[src/rtl/fpga_config_loader.sv]
// Serialises host config words onto the fabric CRAM scan chain and packs the bits
// leaving the far end of the chain into a readback word stream.
module fpga_config_loader #(
  parameter int WORD_WIDTH = 32,
  parameter int CHAIN_LEN  = 1024,
  parameter int CW         = $clog2(CHAIN_LEN + 1)
) (
  input  logic                  clk,
  input  logic                  rst,
  input  logic                  start,
  input  logic                  abort,
  input  logic [WORD_WIDTH-1:0] wr_data,
  input  logic                  wr_valid,
  output logic                  wr_ready,
  output logic [WORD_WIDTH-1:0] rd_data,
  output logic                  rd_valid,
  input  logic                  rd_ready,
  output logic                  config_en,
  output logic                  config_bit_out,
  input  logic                  config_bit_in,
  output logic                  busy,
  output logic                  done,
  output logic [CW-1:0]         bit_count
);

  localparam int PW = (WORD_WIDTH > 1) ? $clog2(WORD_WIDTH) : 1;
  localparam int LW = $clog2(WORD_WIDTH + 1);
  localparam logic [CW-1:0] LAST_IDX  = CW'(CHAIN_LEN - 1);
  localparam logic [PW-1:0] POS_TOP   = PW'(WORD_WIDTH - 1);
  localparam logic [LW-1:0] LEFT_FULL = LW'(WORD_WIDTH);

  typedef enum logic [1:0] {
    S_IDLE  = 2'd0,
    S_SHIFT = 2'd1,
    S_FLUSH = 2'd2
  } state_t;

  state_t state_q, state_d;

  logic [WORD_WIDTH-1:0] in_q, in_d;
  logic [LW-1:0]         in_left_q, in_left_d;
  logic [CW-1:0]         bit_count_q, bit_count_d;
  logic [WORD_WIDTH-1:0] asm_q, asm_d;
  logic [PW-1:0]         asm_pos_q, asm_pos_d;
  logic [WORD_WIDTH-1:0] rd_data_q, rd_data_d;
  logic                  rd_valid_q, rd_valid_d;
  logic                  done_q, done_d;

  logic                  in_valid;
  logic                  last_bit;
  logic                  word_end;
  logic                  rd_free;
  logic                  shift_en;
  logic                  wr_ready_int;
  logic                  wr_hs;
  logic                  load_start;
  logic                  drop;
  logic                  flush_done;
  logic [WORD_WIDTH-1:0] cap_word;

  assign in_valid = (in_left_q != '0);
  assign last_bit = (bit_count_q == LAST_IDX);
  // A bit that completes a readback word needs somewhere to put that word.
  assign word_end = (asm_pos_q == POS_TOP) || last_bit;
  assign rd_free  = !rd_valid_q || rd_ready;
  assign shift_en = (state_q == S_SHIFT) && !abort && in_valid && (!word_end || rd_free);

  assign wr_ready_int = (state_q == S_SHIFT) && !abort &&
                        (!in_valid || (shift_en && (in_left_q == LW'(1))));
  assign wr_hs        = wr_valid && wr_ready_int;

  assign load_start = (state_q == S_IDLE) && start && !abort;
  assign drop       = (state_q != S_IDLE) && abort;
  assign flush_done = (state_q == S_FLUSH) && !abort && rd_valid_q && rd_ready;

  always_comb begin
    cap_word            = asm_q;
    cap_word[asm_pos_q] = config_bit_in;
  end

  // State register
  always_ff @(posedge clk) begin
    if (rst) begin
      state_q <= S_IDLE;
    end else begin
      state_q <= state_d;
    end
  end

  // Next-state logic
  always_comb begin
    state_d = state_q;
    case (state_q)
      S_IDLE: begin
        if (start && !abort) state_d = S_SHIFT;
      end
      S_SHIFT: begin
        if (abort)                    state_d = S_IDLE;
        else if (shift_en && last_bit) state_d = S_FLUSH;
      end
      S_FLUSH: begin
        if (abort)           state_d = S_IDLE;
        else if (flush_done) state_d = S_IDLE;
      end
      default: state_d = S_IDLE;
    endcase
  end

  // Output logic
  always_comb begin
    busy           = (state_q == S_SHIFT);
    config_en      = shift_en;
    config_bit_out = in_q[0];
    wr_ready       = wr_ready_int;
    rd_data        = rd_data_q;
    rd_valid       = rd_valid_q;
    done           = done_q;
    bit_count      = bit_count_q;
  end

  always_comb begin
    in_d        = in_q;
    in_left_d   = in_left_q;
    bit_count_d = bit_count_q;
    asm_d       = asm_q;
    asm_pos_d   = asm_pos_q;
    rd_data_d   = rd_data_q;
    rd_valid_d  = rd_valid_q;
    done_d      = done_q;

    if (load_start) begin
      done_d      = 1'b0;
      bit_count_d = '0;
      in_d        = '0;
      in_left_d   = '0;
      asm_d       = '0;
      asm_pos_d   = '0;
      rd_data_d   = '0;
      rd_valid_d  = 1'b0;
    end else if (drop) begin
      in_d       = '0;
      in_left_d  = '0;
      asm_d      = '0;
      asm_pos_d  = '0;
      rd_data_d  = '0;
      rd_valid_d = 1'b0;
    end else begin
      if (rd_valid_q && rd_ready) rd_valid_d = 1'b0;
      if (flush_done) done_d = 1'b1;

      if (shift_en) begin
        bit_count_d = bit_count_q + CW'(1);
        in_d        = in_q >> 1;
        in_left_d   = in_left_q - LW'(1);
        if (word_end) begin
          rd_data_d  = cap_word;
          rd_valid_d = 1'b1;
          asm_d      = '0;
          asm_pos_d  = '0;
        end else begin
          asm_d     = cap_word;
          asm_pos_d = asm_pos_q + PW'(1);
        end
      end

      if (wr_hs) begin
        in_d      = wr_data;
        in_left_d = LEFT_FULL;
      end

      // Whatever remains in the input register past the chain length is discarded.
      if (shift_en && last_bit) begin
        in_d      = '0;
        in_left_d = '0;
      end
    end
  end

  always_ff @(posedge clk) begin
    if (rst) begin
      in_q        <= '0;
      in_left_q   <= '0;
      bit_count_q <= '0;
      asm_q       <= '0;
      asm_pos_q   <= '0;
      rd_data_q   <= '0;
      rd_valid_q  <= 1'b0;
      done_q      <= 1'b0;
    end else begin
      in_q        <= in_d;
      in_left_q   <= in_left_d;
      bit_count_q <= bit_count_d;
      asm_q       <= asm_d;
      asm_pos_q   <= asm_pos_d;
      rd_data_q   <= rd_data_d;
      rd_valid_q  <= rd_valid_d;
      done_q      <= done_d;
    end
  end

endmodule

[config.mk]
export PLATFORM = sky130hd
export DESIGN_NAME = fpga_config_loader
export DESIGN_NICKNAME = d
export VERILOG_FILES = /design/src/rtl/fpga_config_loader.sv
export SDC_FILE = /design/constraint.sdc
export NUM_CORES = 1
export LEC_CHECK = 0
export ABC_AREA = 1
export CORE_MARGIN = 10
export CORE_UTILIZATION = 30
export CTS_CLUSTER_DIAMETER = 150
export DETAILED_ROUTE_END_ITERATION = 10
export DONT_BUFFER_PORTS = 1
export GPL_ROUTABILITY_DRIVEN = 0
export MAX_ROUTING_LAYER = met4
export PLACE_DENSITY = 0.42
export SYNTH_ARGS = -nofsm -noshare
export SYNTH_HDL_FRONTEND = slang
export SYNTH_SLANG_ARGS = --single-unit
[constraint.sdc]
create_clock -name clk -period 2.7 [get_ports clk]
set_input_delay 0.405 -clock clk [delete_from_list [all_inputs] [get_ports clk]]
set_output_delay 0.405 -clock clk [all_outputs]
set_load 0.02 [all_outputs]
==> metrics.cfg <==
[drt]
drc = 0
drt_iter0_markers = 281
firstDrtPassIters = 5
via_per_inst = 4.84
detail-route-antenna-nets = 0
wl_um = 17000
num_vias = 5426
wire_per_inst_um = 15.1

[timing]
grt_setup_unrepaired = no
tns_ns = 0
min_period_over_period_pct = 92.6
fmax_mhz = 400
hold_viol = 0
drv_slew = 0
fin_crit_ns = 2.50
setup_violations = 0
slew_headroom_pct = 51.5
clock_skew_ns = 0.00488
worst_pin_slew_ns = 0.728

[power_and_ir_drop]
power.leakage_nw = 2.44
vdd_drop_max_mv = 0.381
power_mw = 4.07
p_per_area_mw_per_mm2 = 605

[synth]
synthAdderAreaFrac_pct = 1.70
synth-compound-area-share_pct = 16.3
synth-simple-area-share_pct = 30.5
syn-num-nets = 901
ys_ff_latch = 122
yosys_warnings = 0
ys_types = 36
synth_cells = 854
synth_xor_area_share_pct = 0.298
synth_edf_count = 0
synth_top_family_by_area = simple AND/OR/NAND/NOR gates
async_flop_share_pct = 0
synthesis.area_sq_mm = 0.00589
synth_area_per_cell_sq_um = 6.89
synthFlopType = dfxtp_1
synth_mux_area_share_pct = 0
yosysSeqAreaShare_pct = 41.5

[floorplanning]
core_area_sq_mm = 0.0194
pin_count = 88
fp-row-count = 51
die_w_um = 160
start_util_pct = 30.3
dieArea_sq_mm = 0.0256
die_h_um = 160

[global_routing]
grt_usage_pct = 13.3
grt_max_degree = 68
antenna_found_initial = 0
grt_pass1_wl_um = 27300
gr-total-overflow = 0
grt_pass1_vias = 5295

[layout]
drive_above_1_share_pct = 9.46
ff_latch_area_sq_mm = 0.00244
num_antenna_cells = 0
multi_input_area_sq_mm = 0.00289
areaGrowthSynthToFinish_pct = 14.2
fillCellCount = 2097
num-nets-final = 890

[clock_network]
cts.clk_slew.worst_paths_ns = 0.06
cts-root-buf = clkbuf_16
cts_tree = done
clock_latency_ns = 0.41
cts.sinks = 122
clock_path_buffers = 2
htreeDepth = 4
numCtsBuffers = 17

[critical_path]
cp_max_fo = 20
critPathMaxStageDelay_ns = 0.35
end_kind = primary output
startpoint_type = register
crit_top_cell = ha_1
worst-setup-path-type = reg -> out
cp.arrival_ns = 2.10
slowest_stage = dfxtp_1
critical_path.cell_chain = ha_1 -> nand2_1 -> nor2_1 -> ha_1 -> inv_1 -> nand2_4 -> nand2_2 -> nand2_8 -> inv_2 -> buf_12
worstPathRequired_ns = 2.30

[min_path]
hp-class = in -> reg

[job]
cap_viol_max_count = 0

[placement]
port_buffers = 0
dp_hpwl_um = 10900

[outcome]
outcome = finished, final reports clean

cells in the final DEF (no fill, tap or decap), types with 2 or more instances in the layout:
cell       count
nand4_1       32
dfxtp_1      122
clkbuf_8       2
inv_1         67
nor3_1         5
xor2_1         2
buf_4         22
buf_12         3
nand3_2        2
clkinv_2       9
a21oi_1      129
o31ai_1        8
a31oi_1       13
inv_2          2
or2_2          2
nand2_1      278
clkbuf_1       4
nand2_2        7
o21ai_0       29
nor2_1        28
clkbuf_16     18
nand3_1       45
nor2_2         4
ha_1           8
power breakdown:
part	total [mW]	leakage (nW)	switching, mW	internal [mW]
sequential	1.82	0.983	0.00526	1.81
clock	2.11	0.270	0.807	1.30
combinational	0.143	1.19	0.107	0.0366
critical path, delay by kind of cell, from the launching register on:
family                     cells  cell delay (ns)
adders and majority gates      2             0.40
buffers and inverters          3             0.44
DFF                            1             0.35
and+or+nand+nor                5             0.47
cell usage after synthesis (all sizes together) (8+ instances only):
cell	instances	area [sq um]
a21oi	129	646
a31oi	13	81.3
buf	35	228
clkbuf	21	78.8
dfxtp	122	2440
ha	8	100
inv	69	259
nand2	287	1110
nand3	47	245
nand4	33	213
nor2	33	141
o21ai	30	150
o31ai	9	72.6
layout make-up:
| type | count | area share, % |
|---|---|---|
| multi-input cells | 605 | 43.0 |
| flip-flops and latches | 122 | 36.3 |
| clock buffers | 23 | 6.96 |
| well taps | 265 | 4.93 |
| inverters | 71 | 4.00 |
| repair buffers | 26 | 3.72 |
| clock inverters | 9 | 1.08 |
routing by layer:
metal  GRT usage, %  wire length [um]  up-vias  part of all wire (%)
met2           20.9              7900      138                    47
li1               -                 -     2776                     -
met4           5.59               239        0                   1.4
met3           3.93              1070       23                   6.3
met1           15.6              7750     2489                    46
met5              -                 0        -                     0
final timing paths:
check | from | endpoint | slack, ns | cells past startpoint
worst max-delay path | asm_pos_q[0] | config_en | 0.20 | 10
worst max register to register | asm_pos_q[0] | rd_data[31] | 0.35 | 12
worst min-delay path | rst | state_q[0] | 0.06 | 1
worst min register to register | asm_q[7] | asm_q[7] | 0.46 | 2
kinds of logic after synthesis:
group,Yosys count
buffers and inverters,127
DFF,122
xor gates and xnor gates,2
AOI/OAI and AO/OA,182
adders and majority gates,8
and+or+nand+nor,413
through the flow:
stage	worst slack, ns	cells	hold slack [ns]	utilization (%)	area [sq um]
2_1_floorplan	0.676	854	0.436	-	5890
3_3_place_gp	0.245	1086	0.446	31.6	6120
3_5_place_dp	0.171	1086	0.454	31.6	6120
4_1_cts	0.0198	1118	0.0355	34.4	6670
5_1_grt	0.0296	1121	0.0312	34.7	6720
6_report	0.199	1121	0.0561	34.7	6720
flip-flops by register name (all words and copies together) (netlist names):
signal and cells:
rd_data 32, state_q 2, asm_pos_q 5, in_left_q 6
rd_valid 1, done 1, bit_count 11, asm_q 32
in_q 32
timing repair:
| action | in CTS | in global routing |
|---|---|---|
| pin swaps | 0 | 1 |
| gates resized for setup | 3 | 1 |
| endpoints found under the hold margin | 0 | 0 |
| setup endpoints to repair | 1 | 27 |
| buffers inserted | 0 | 2 |
| hold buffers | 0 | 0 |
| cloned | 0 | 1 |
Power figures use the tool's default switching activity.
